**config.mk**
```make
export PLATFORM = sky130hd
export DESIGN_NAME = iso7816_act_seq_flat
export DESIGN_NICKNAME = d
export VERILOG_FILES = /design/src/rtl/iso7816_act_seq_if.sv /design/src/rtl/iso7816_act_seq.sv /design/src/flat_wrapper.sv
export SDC_FILE = /design/constraint.sdc
export NUM_CORES = 1
export LEC_CHECK = 0
export ABC_CLOCK_PERIOD_IN_PS = 4200
export CAP_MARGIN = 20
export CORE_ASPECT_RATIO = 0.9
export CORE_MARGIN = 5
export CORE_UTILIZATION = 45
export CTS_CLUSTER_DIAMETER = 30
export DETAILED_ROUTE_END_ITERATION = 8
export GPL_TIMING_DRIVEN = 0
export PLACE_DENSITY = 0.72
export SLEW_MARGIN = 30
export SYNTH_ARGS = -nofsm -noshare
export SYNTH_HDL_FRONTEND = slang
export SYNTH_SLANG_ARGS = --single-unit
```
**constraint.sdc**
```tcl
create_clock -name clk -period 4.2 [get_ports clk]
set_input_delay 0.84 -clock clk [delete_from_list [all_inputs] [get_ports clk]]
set_output_delay 0.84 -clock clk [all_outputs]
set_load 0.05 [all_outputs]
```
**src/rtl/iso7816_act_seq_if.sv**
```systemverilog
// Signal bundle between the host/register side, the card pads and the
// ISO7816 session sequencer.
interface iso7816_act_seq_if;
    logic        cmd_activate;
    logic        cmd_deactivate;
    logic        cmd_warm_reset;
    logic [15:0] cfg_rst_hold;
    logic [15:0] cfg_atr_timeout;
    logic        card_clk_stb;
    logic        io_fall;
    logic        card_present;
    logic        card_vcc_en;
    logic        card_clk_en;
    logic        card_rst;
    logic        io_force_low;
    logic        core_rx_ena;
    logic        core_tx_ena;
    logic        busy;
    logic        active;
    logic        evt_stb;
    logic [1:0]  evt_code;

    modport master (
        output cmd_activate, cmd_deactivate, cmd_warm_reset,
        output cfg_rst_hold, cfg_atr_timeout,
        output card_clk_stb, io_fall, card_present,
        input  card_vcc_en, card_clk_en, card_rst, io_force_low,
        input  core_rx_ena, core_tx_ena, busy, active, evt_stb, evt_code
    );

    modport slave (
        input  cmd_activate, cmd_deactivate, cmd_warm_reset,
        input  cfg_rst_hold, cfg_atr_timeout,
        input  card_clk_stb, io_fall, card_present,
        output card_vcc_en, card_clk_en, card_rst, io_force_low,
        output core_rx_ena, core_tx_ena, busy, active, evt_stb, evt_code
    );
endinterface

```
**src/rtl/iso7816_act_seq.sv**
```systemverilog
// ISO7816-3 card session sequencer: cold activation, ATR watch, warm reset
// and orderly deactivation, with all pad/core controls registered.
module iso7816_act_seq #(
    parameter int T_STEP = 256
) (
    input  logic              clk,
    input  logic              rst_n,
    iso7816_act_seq_if.slave  bus
);
    typedef enum logic [3:0] {
        S_OFF, S_VCC_UP, S_CLK_ON, S_ATR_WAIT, S_ACTIVE,
        S_WARM_RST, S_DEACT_RST, S_DEACT_CLK, S_DEACT_IO
    } state_e;

    localparam logic [15:0] STEP_N = (T_STEP < 1) ? 16'd1 : 16'(T_STEP);

    function automatic logic [15:0] load_n(input logic [15:0] n);
        return (n == 16'd0) ? 16'd1 : n;
    endfunction

    // {vcc, clk_en, rst, io_force_low, rx_ena, tx_ena, busy, active}
    function automatic logic [7:0] decode_out(input state_e s);
        case (s)
            S_VCC_UP:    return 8'b1000_0010;
            S_CLK_ON:    return 8'b1100_1010;
            S_ATR_WAIT:  return 8'b1110_1010;
            S_ACTIVE:    return 8'b1110_1101;
            S_WARM_RST:  return 8'b1100_1010;
            S_DEACT_RST: return 8'b1100_0010;
            S_DEACT_CLK: return 8'b1000_0010;
            S_DEACT_IO:  return 8'b1001_0010;
            default:     return 8'b0000_0000;
        endcase
    endfunction

    state_e      state_q, state_d;
    logic [15:0] timer_q, timer_d;
    logic [1:0]  pend_q, pend_d;
    logic        evt_stb_q, evt_stb_d;
    logic [1:0]  evt_code_q, evt_code_d;
    logic [7:0]  outs_q;
    logic        tick_s, expire_s, in_deact_s, abort_s;
    logic [1:0]  abort_code_s;

    // Tick source, timer expiry and abort requests for the current state
    always_comb begin
        tick_s     = 1'b0;
        in_deact_s = 1'b0;
        case (state_q)
            S_VCC_UP:                          tick_s = 1'b1;
            S_DEACT_RST, S_DEACT_CLK, S_DEACT_IO: begin
                tick_s     = 1'b1;
                in_deact_s = 1'b1;
            end
            S_CLK_ON, S_ATR_WAIT, S_WARM_RST:  tick_s = bus.card_clk_stb;
            default:                           tick_s = 1'b0;
        endcase
        expire_s     = tick_s && (timer_q == 16'd1);
        abort_s      = (state_q != S_OFF) && !in_deact_s &&
                       (!bus.card_present || bus.cmd_deactivate);
        abort_code_s = bus.card_present ? 2'b10 : 2'b11;
    end

    // Next-state, timer and event selection
    always_comb begin
        state_d    = state_q;
        timer_d    = tick_s ? (timer_q - 16'd1) : timer_q;
        pend_d     = (in_deact_s && !bus.card_present) ? 2'b11 : pend_q;
        evt_stb_d  = 1'b0;
        evt_code_d = evt_code_q;
        if (abort_s) begin
            state_d = S_DEACT_RST;
            timer_d = STEP_N;
            pend_d  = abort_code_s;
        end else begin
            case (state_q)
                S_OFF: begin
                    if (bus.cmd_activate && bus.card_present) begin
                        state_d = S_VCC_UP;
                        timer_d = STEP_N;
                    end else begin
                        state_d = S_OFF;
                    end
                end
                S_VCC_UP: begin
                    if (expire_s) begin
                        state_d = S_CLK_ON;
                        timer_d = load_n(bus.cfg_rst_hold);
                    end else begin
                        state_d = S_VCC_UP;
                    end
                end
                S_CLK_ON, S_WARM_RST: begin
                    if (expire_s) begin
                        state_d = S_ATR_WAIT;
                        timer_d = load_n(bus.cfg_atr_timeout);
                    end else begin
                        state_d = state_q;
                    end
                end
                S_ATR_WAIT: begin
                    // A character start on the expiry tick still counts as ATR
                    if (bus.io_fall) begin
                        state_d    = S_ACTIVE;
                        evt_stb_d  = 1'b1;
                        evt_code_d = 2'b00;
                    end else if (expire_s) begin
                        state_d = S_DEACT_RST;
                        timer_d = STEP_N;
                        pend_d  = 2'b01;
                    end else begin
                        state_d = S_ATR_WAIT;
                    end
                end
                S_ACTIVE: begin
                    if (bus.cmd_warm_reset) begin
                        state_d = S_WARM_RST;
                        timer_d = load_n(bus.cfg_rst_hold);
                    end else begin
                        state_d = S_ACTIVE;
                    end
                end
                S_DEACT_RST: begin
                    if (expire_s) begin
                        state_d = S_DEACT_CLK;
                        timer_d = STEP_N;
                    end else begin
                        state_d = S_DEACT_RST;
                    end
                end
                S_DEACT_CLK: begin
                    if (expire_s) begin
                        state_d = S_DEACT_IO;
                        timer_d = STEP_N;
                    end else begin
                        state_d = S_DEACT_CLK;
                    end
                end
                S_DEACT_IO: begin
                    if (expire_s) begin
                        state_d    = S_OFF;
                        evt_stb_d  = 1'b1;
                        evt_code_d = pend_d;
                        pend_d     = 2'b10;
                    end else begin
                        state_d = S_DEACT_IO;
                    end
                end
                default: begin
                    state_d = S_OFF;
                    timer_d = 16'd0;
                end
            endcase
        end
    end

    // State, timer and output registers; outputs decode the next state
    always_ff @(posedge clk) begin
        if (!rst_n) begin
            state_q    <= S_OFF;
            timer_q    <= 16'd0;
            pend_q     <= 2'b10;
            evt_stb_q  <= 1'b0;
            evt_code_q <= 2'b00;
            outs_q     <= 8'd0;
        end else begin
            state_q    <= state_d;
            timer_q    <= timer_d;
            pend_q     <= pend_d;
            evt_stb_q  <= evt_stb_d;
            evt_code_q <= evt_code_d;
            outs_q     <= decode_out(state_d);
        end
    end

    assign bus.card_vcc_en  = outs_q[7];
    assign bus.card_clk_en  = outs_q[6];
    assign bus.card_rst     = outs_q[5];
    assign bus.io_force_low = outs_q[4];
    assign bus.core_rx_ena  = outs_q[3];
    assign bus.core_tx_ena  = outs_q[2];
    assign bus.busy         = outs_q[1];
    assign bus.active       = outs_q[0];
    assign bus.evt_stb      = evt_stb_q;
    assign bus.evt_code     = evt_code_q;
endmodule

```
**src/flat_wrapper.sv**
```systemverilog
// flat-port wrapper written by rule: the top's interface ports become plain ports
module iso7816_act_seq_flat 
#(
    parameter int T_STEP = 256
)
  (clk, rst_n, bus_cmd_activate, bus_cmd_deactivate, bus_cmd_warm_reset, bus_cfg_rst_hold, bus_cfg_atr_timeout, bus_card_clk_stb, bus_io_fall, bus_card_present, bus_card_vcc_en, bus_card_clk_en, bus_card_rst, bus_io_force_low, bus_core_rx_ena, bus_core_tx_ena, bus_busy, bus_active, bus_evt_stb, bus_evt_code);
  iso7816_act_seq_if bus_i ();
  input  logic clk;
  input  logic rst_n;
  input wire logic [$bits(bus_i.cmd_activate)-1:0] bus_cmd_activate;
  input wire logic [$bits(bus_i.cmd_deactivate)-1:0] bus_cmd_deactivate;
  input wire logic [$bits(bus_i.cmd_warm_reset)-1:0] bus_cmd_warm_reset;
  input wire logic [$bits(bus_i.cfg_rst_hold)-1:0] bus_cfg_rst_hold;
  input wire logic [$bits(bus_i.cfg_atr_timeout)-1:0] bus_cfg_atr_timeout;
  input wire logic [$bits(bus_i.card_clk_stb)-1:0] bus_card_clk_stb;
  input wire logic [$bits(bus_i.io_fall)-1:0] bus_io_fall;
  input wire logic [$bits(bus_i.card_present)-1:0] bus_card_present;
  output wire logic [$bits(bus_i.card_vcc_en)-1:0] bus_card_vcc_en;
  output wire logic [$bits(bus_i.card_clk_en)-1:0] bus_card_clk_en;
  output wire logic [$bits(bus_i.card_rst)-1:0] bus_card_rst;
  output wire logic [$bits(bus_i.io_force_low)-1:0] bus_io_force_low;
  output wire logic [$bits(bus_i.core_rx_ena)-1:0] bus_core_rx_ena;
  output wire logic [$bits(bus_i.core_tx_ena)-1:0] bus_core_tx_ena;
  output wire logic [$bits(bus_i.busy)-1:0] bus_busy;
  output wire logic [$bits(bus_i.active)-1:0] bus_active;
  output wire logic [$bits(bus_i.evt_stb)-1:0] bus_evt_stb;
  output wire logic [$bits(bus_i.evt_code)-1:0] bus_evt_code;
  assign bus_i.cmd_activate = bus_cmd_activate;
  assign bus_i.cmd_deactivate = bus_cmd_deactivate;
  assign bus_i.cmd_warm_reset = bus_cmd_warm_reset;
  assign bus_i.cfg_rst_hold = bus_cfg_rst_hold;
  assign bus_i.cfg_atr_timeout = bus_cfg_atr_timeout;
  assign bus_i.card_clk_stb = bus_card_clk_stb;
  assign bus_i.io_fall = bus_io_fall;
  assign bus_i.card_present = bus_card_present;
  assign bus_card_vcc_en = bus_i.card_vcc_en;
  assign bus_card_clk_en = bus_i.card_clk_en;
  assign bus_card_rst = bus_i.card_rst;
  assign bus_io_force_low = bus_i.io_force_low;
  assign bus_core_rx_ena = bus_i.core_rx_ena;
  assign bus_core_tx_ena = bus_i.core_tx_ena;
  assign bus_busy = bus_i.busy;
  assign bus_active = bus_i.active;
  assign bus_evt_stb = bus_i.evt_stb;
  assign bus_evt_code = bus_i.evt_code;
  iso7816_act_seq #(.T_STEP(T_STEP)) u_core (.clk(clk), .rst_n(rst_n), .bus(bus_i));
endmodule
```
==> results.md <==
- Met1 Use GR: 34.2%
- CTS tree: built
- Final Instance Area: a little over 3000 µm²
- Worst EP arrival: approximately 3300 ps
- Fmax achieved: between 300 and 400 MHz
- DR iter-0 viols: 315
- Placed instance count: roughly 430
- Synthesized cell area: around 2400 µm²
- Setup-failing EPs final: 0
- Placed Instance Area: between 2000 and 3000 µm²
- Post-DRT Antenna Nets: 0
- Post-Route WL: 7840 µm
- Chip Height: around 80 µm
- GRT met3 Usage: roughly 5.2%
- Slew @ Worst Pin: approximately 760 ps
- Drt drc: 0
- Slew headroom: between 40 and 50%
- Maximum clock path buffer count: 2
- Final hold violation count: 0
- Post-cts sizing count: 0
- Max FO, Critical Path: 9
- RSZ-0062 raised after global routing: false
- First-pass GRT wire length: 12600 µm
- Drt pass-1 iters: 5
- Mapped Nets: 359
- Element type at the critical path end: flop
- Antenna diode count: 0
- EDFF count, synth: 0
- Drt via density: roughly 6.3
- Sequential share of the synthesized area: around a quarter
- Maximum VDD drop: around 0.3 mV
- IO Count: 51
- Share of cells above drive strength 1: between 7 and 8%
- Clock power frac: 10.5%
- Total grt overflow: 0
- Crit path launch type: input pin
- CP required: 4380 ps
- YS warnings: 0
- FP Rows: 25
- Clock sinks: 32
- Vias post-DR: about 2.8k
- Reg clk slew, reported paths: around 70 ps
- Max_cap viols: 0
- CTS root buf: clkbuf_8
- Status: finished clean
- Die Wd: roughly 87 µm
- Total Die Area: roughly 6900 µm²
- Synth cell types: between 60 and 70
- Crit Path Category: in2reg
- Worst Hold Class: reg2reg
- Starting density of the core: 46.3%
- Lkg Pwr: around 1.1 nW
- Htree depth: 2
- Vias in the first global route: about 2.5k
- Ys flop type: dfxtp_1
- Hold buffers post-CTS: 0
- P_sw: around 1.1 mW
- Dpl hpwl: ~6100 µm
- Sw Share: a little over 50%
- Largest net degree at the start of global routing: 11
- P&R area growth vs syn: 26.8%
- Avg WL per Cell: roughly 18 µm
- Nets: just over 400
- Mapped Cells: around 320
- Power density cells: between 700 and 800 nW/µm²
- Final non-filler cell total: 439
- Final Wtd Congestion: just over 0.9
- Clk Latency, worst-skew pair: a little under 300 ps
- Slew Viols, Final: 0
- Tcrit/Tclk final: 73.6%
- Flop pwr share: between 20 and 25%
- Gr busiest metal: met1
- Clock skew: 6.99 ps
- Cts bufs inserted: 5
- Tot Pwr: around 2.2 mW
- Initial antenna violation count: 0
- FFs w/ async S/R, synth: 0%
- Internal: roughly 1.1 mW
- Met2 Track Usage GR: 32.8%
- Setup bufs post-CTS: 0
- FF+latch count, synth: 32
- Core Area: between 5000 and 6000 µm²
- Final min period: 3090 ps
- Syn Area/Cell: between 7 and 8 µm²
- Setup_tns: 0 ps
- Port Buffers: 48
- Comb pwr share: between 60 and 70%
- Global Route Usage Sum: roughly 23%
[power groups by stage]
stage	clock network, mW	registers, mW	logic (mW)
5_1_grt	0.246	0.496	1.60
2_1_floorplan	0	0.546	1.00
6_report	0.229	0.485	1.47
3_3_place_gp	0	0.484	1.41
4_1_cts	0.230	0.482	1.44
3_5_place_dp	0	0.490	1.43
[path summary, 6_finish.rpt]
check / start / end / slack (ps) / cells after the start
setup reg to reg: u_core.timer_q[6] / u_core.timer_q[6] / 1570 / 7
setup / recovery: bus_card_clk_stb / u_core.outs_q[5] / 1110 / 7
hold reg to reg: u_core.bus.evt_code[1] / u_core.bus.evt_code[1] / 510 / 2
hold / removal: u_core.bus.evt_code[1] / u_core.bus.evt_code[1] / 510 / 2
[flip-flops by register name, summed over array words and instances, names as in the netlist]
register,count
u_core.timer_q,16
u_core.outs_q,7
u_core.state_q,4
u_core.bus.evt_code,2
u_core.pend_q,2
u_core.bus.evt_stb,1
[area by class of cell]
cell class              count  area [µm²]
plain buffers              18        86.3
clock buffers               6        72.6
clock inverters             1        5.00
fillers                   481        2160
inverters                   7        26.3
multi-input cells         260        1670
flip-flops and latches     32         641
well taps                  67        83.8
repair buffers             48         480
[cell families (layout without fill, tap and decap cells)]
kind of cell | after synthesis | after routing | share of synthesized area, %
muxes | 5 | 5 | 2.22
adders and majority gates | 2 | 2 | 1.03
DFF | 32 | 32 | 26.5
AOI/OAI and AO/OA | 93 | 93 | 27.7
buffers and inverters | 25 | 80 | 4.66
xor gates and xnor gates | 14 | 14 | 5.07
and+or+nand+nor | 146 | 146 | 32.9
[critical path, cell delays in order]
cell and delay, ps:
clkdlybuf4s50_1 600, o21ba_2 220, o221ai_4 390, nand4_4 250, mux2i_2 230, o311ai_0 410, a2bb2o_1 320
[Yosys cell counts, drive strengths merged (8+ instances only)]
library cell / instances / area share, %
nor2: 35 / 5.4
dfxtp: 32 / 26
nand2: 27 / 4.5
a21oi: 24 / 5.0
o21ai: 17 / 3.5
nor3: 16 / 3.3
nor4: 13 / 3.9
nand3: 11 / 2.3
clkbuf: 10 / 1.6
nand2b: 9 / 2.3
and2: 8 / 2.1
buf: 8 / 2.0
xor2: 8 / 2.9
[routing by layer]
| metal | wire length, µm | share of wire, % |
|---|---|---|
| met1 | 3440 | 44 |
| met2 | 3380 | 43 |
| met3 | 819 | 10 |
| met4 | 192 | 2.5 |
| met5 | 0 | 0 |
[per-stage QoR]
stage               utilization (%)  hold slack, ps  setup slack [ps]
floorplan                         -             508              1740
global placement               57.1             480               855
detailed placement             57.2             494               848
CTS                            58.7             510              1140
global route                   58.7             573              1010
finish                         58.7             506              1110
[placed cells by master (no fill, tap or decap), types with 6 or more instances in the layout]
master,Yosys,final
o21ai_0,15,15
nand3_1,11,11
nand2b_1,9,9
a221o_1,7,7
xor2_1,8,8
nand4_1,6,6
clkdlybuf4s50_1,0,48
nor2_1,35,35
dfxtp_1,32,32
buf_2,6,6
xnor2_1,6,6
a22oi_1,7,7
nand2_1,26,26
inv_1,7,7
clkbuf_1,10,11
nor3_1,16,16
and2_1,8,8
nor4_1,11,10
a21oi_1,24,24
Power figures use the tool's default switching activity.
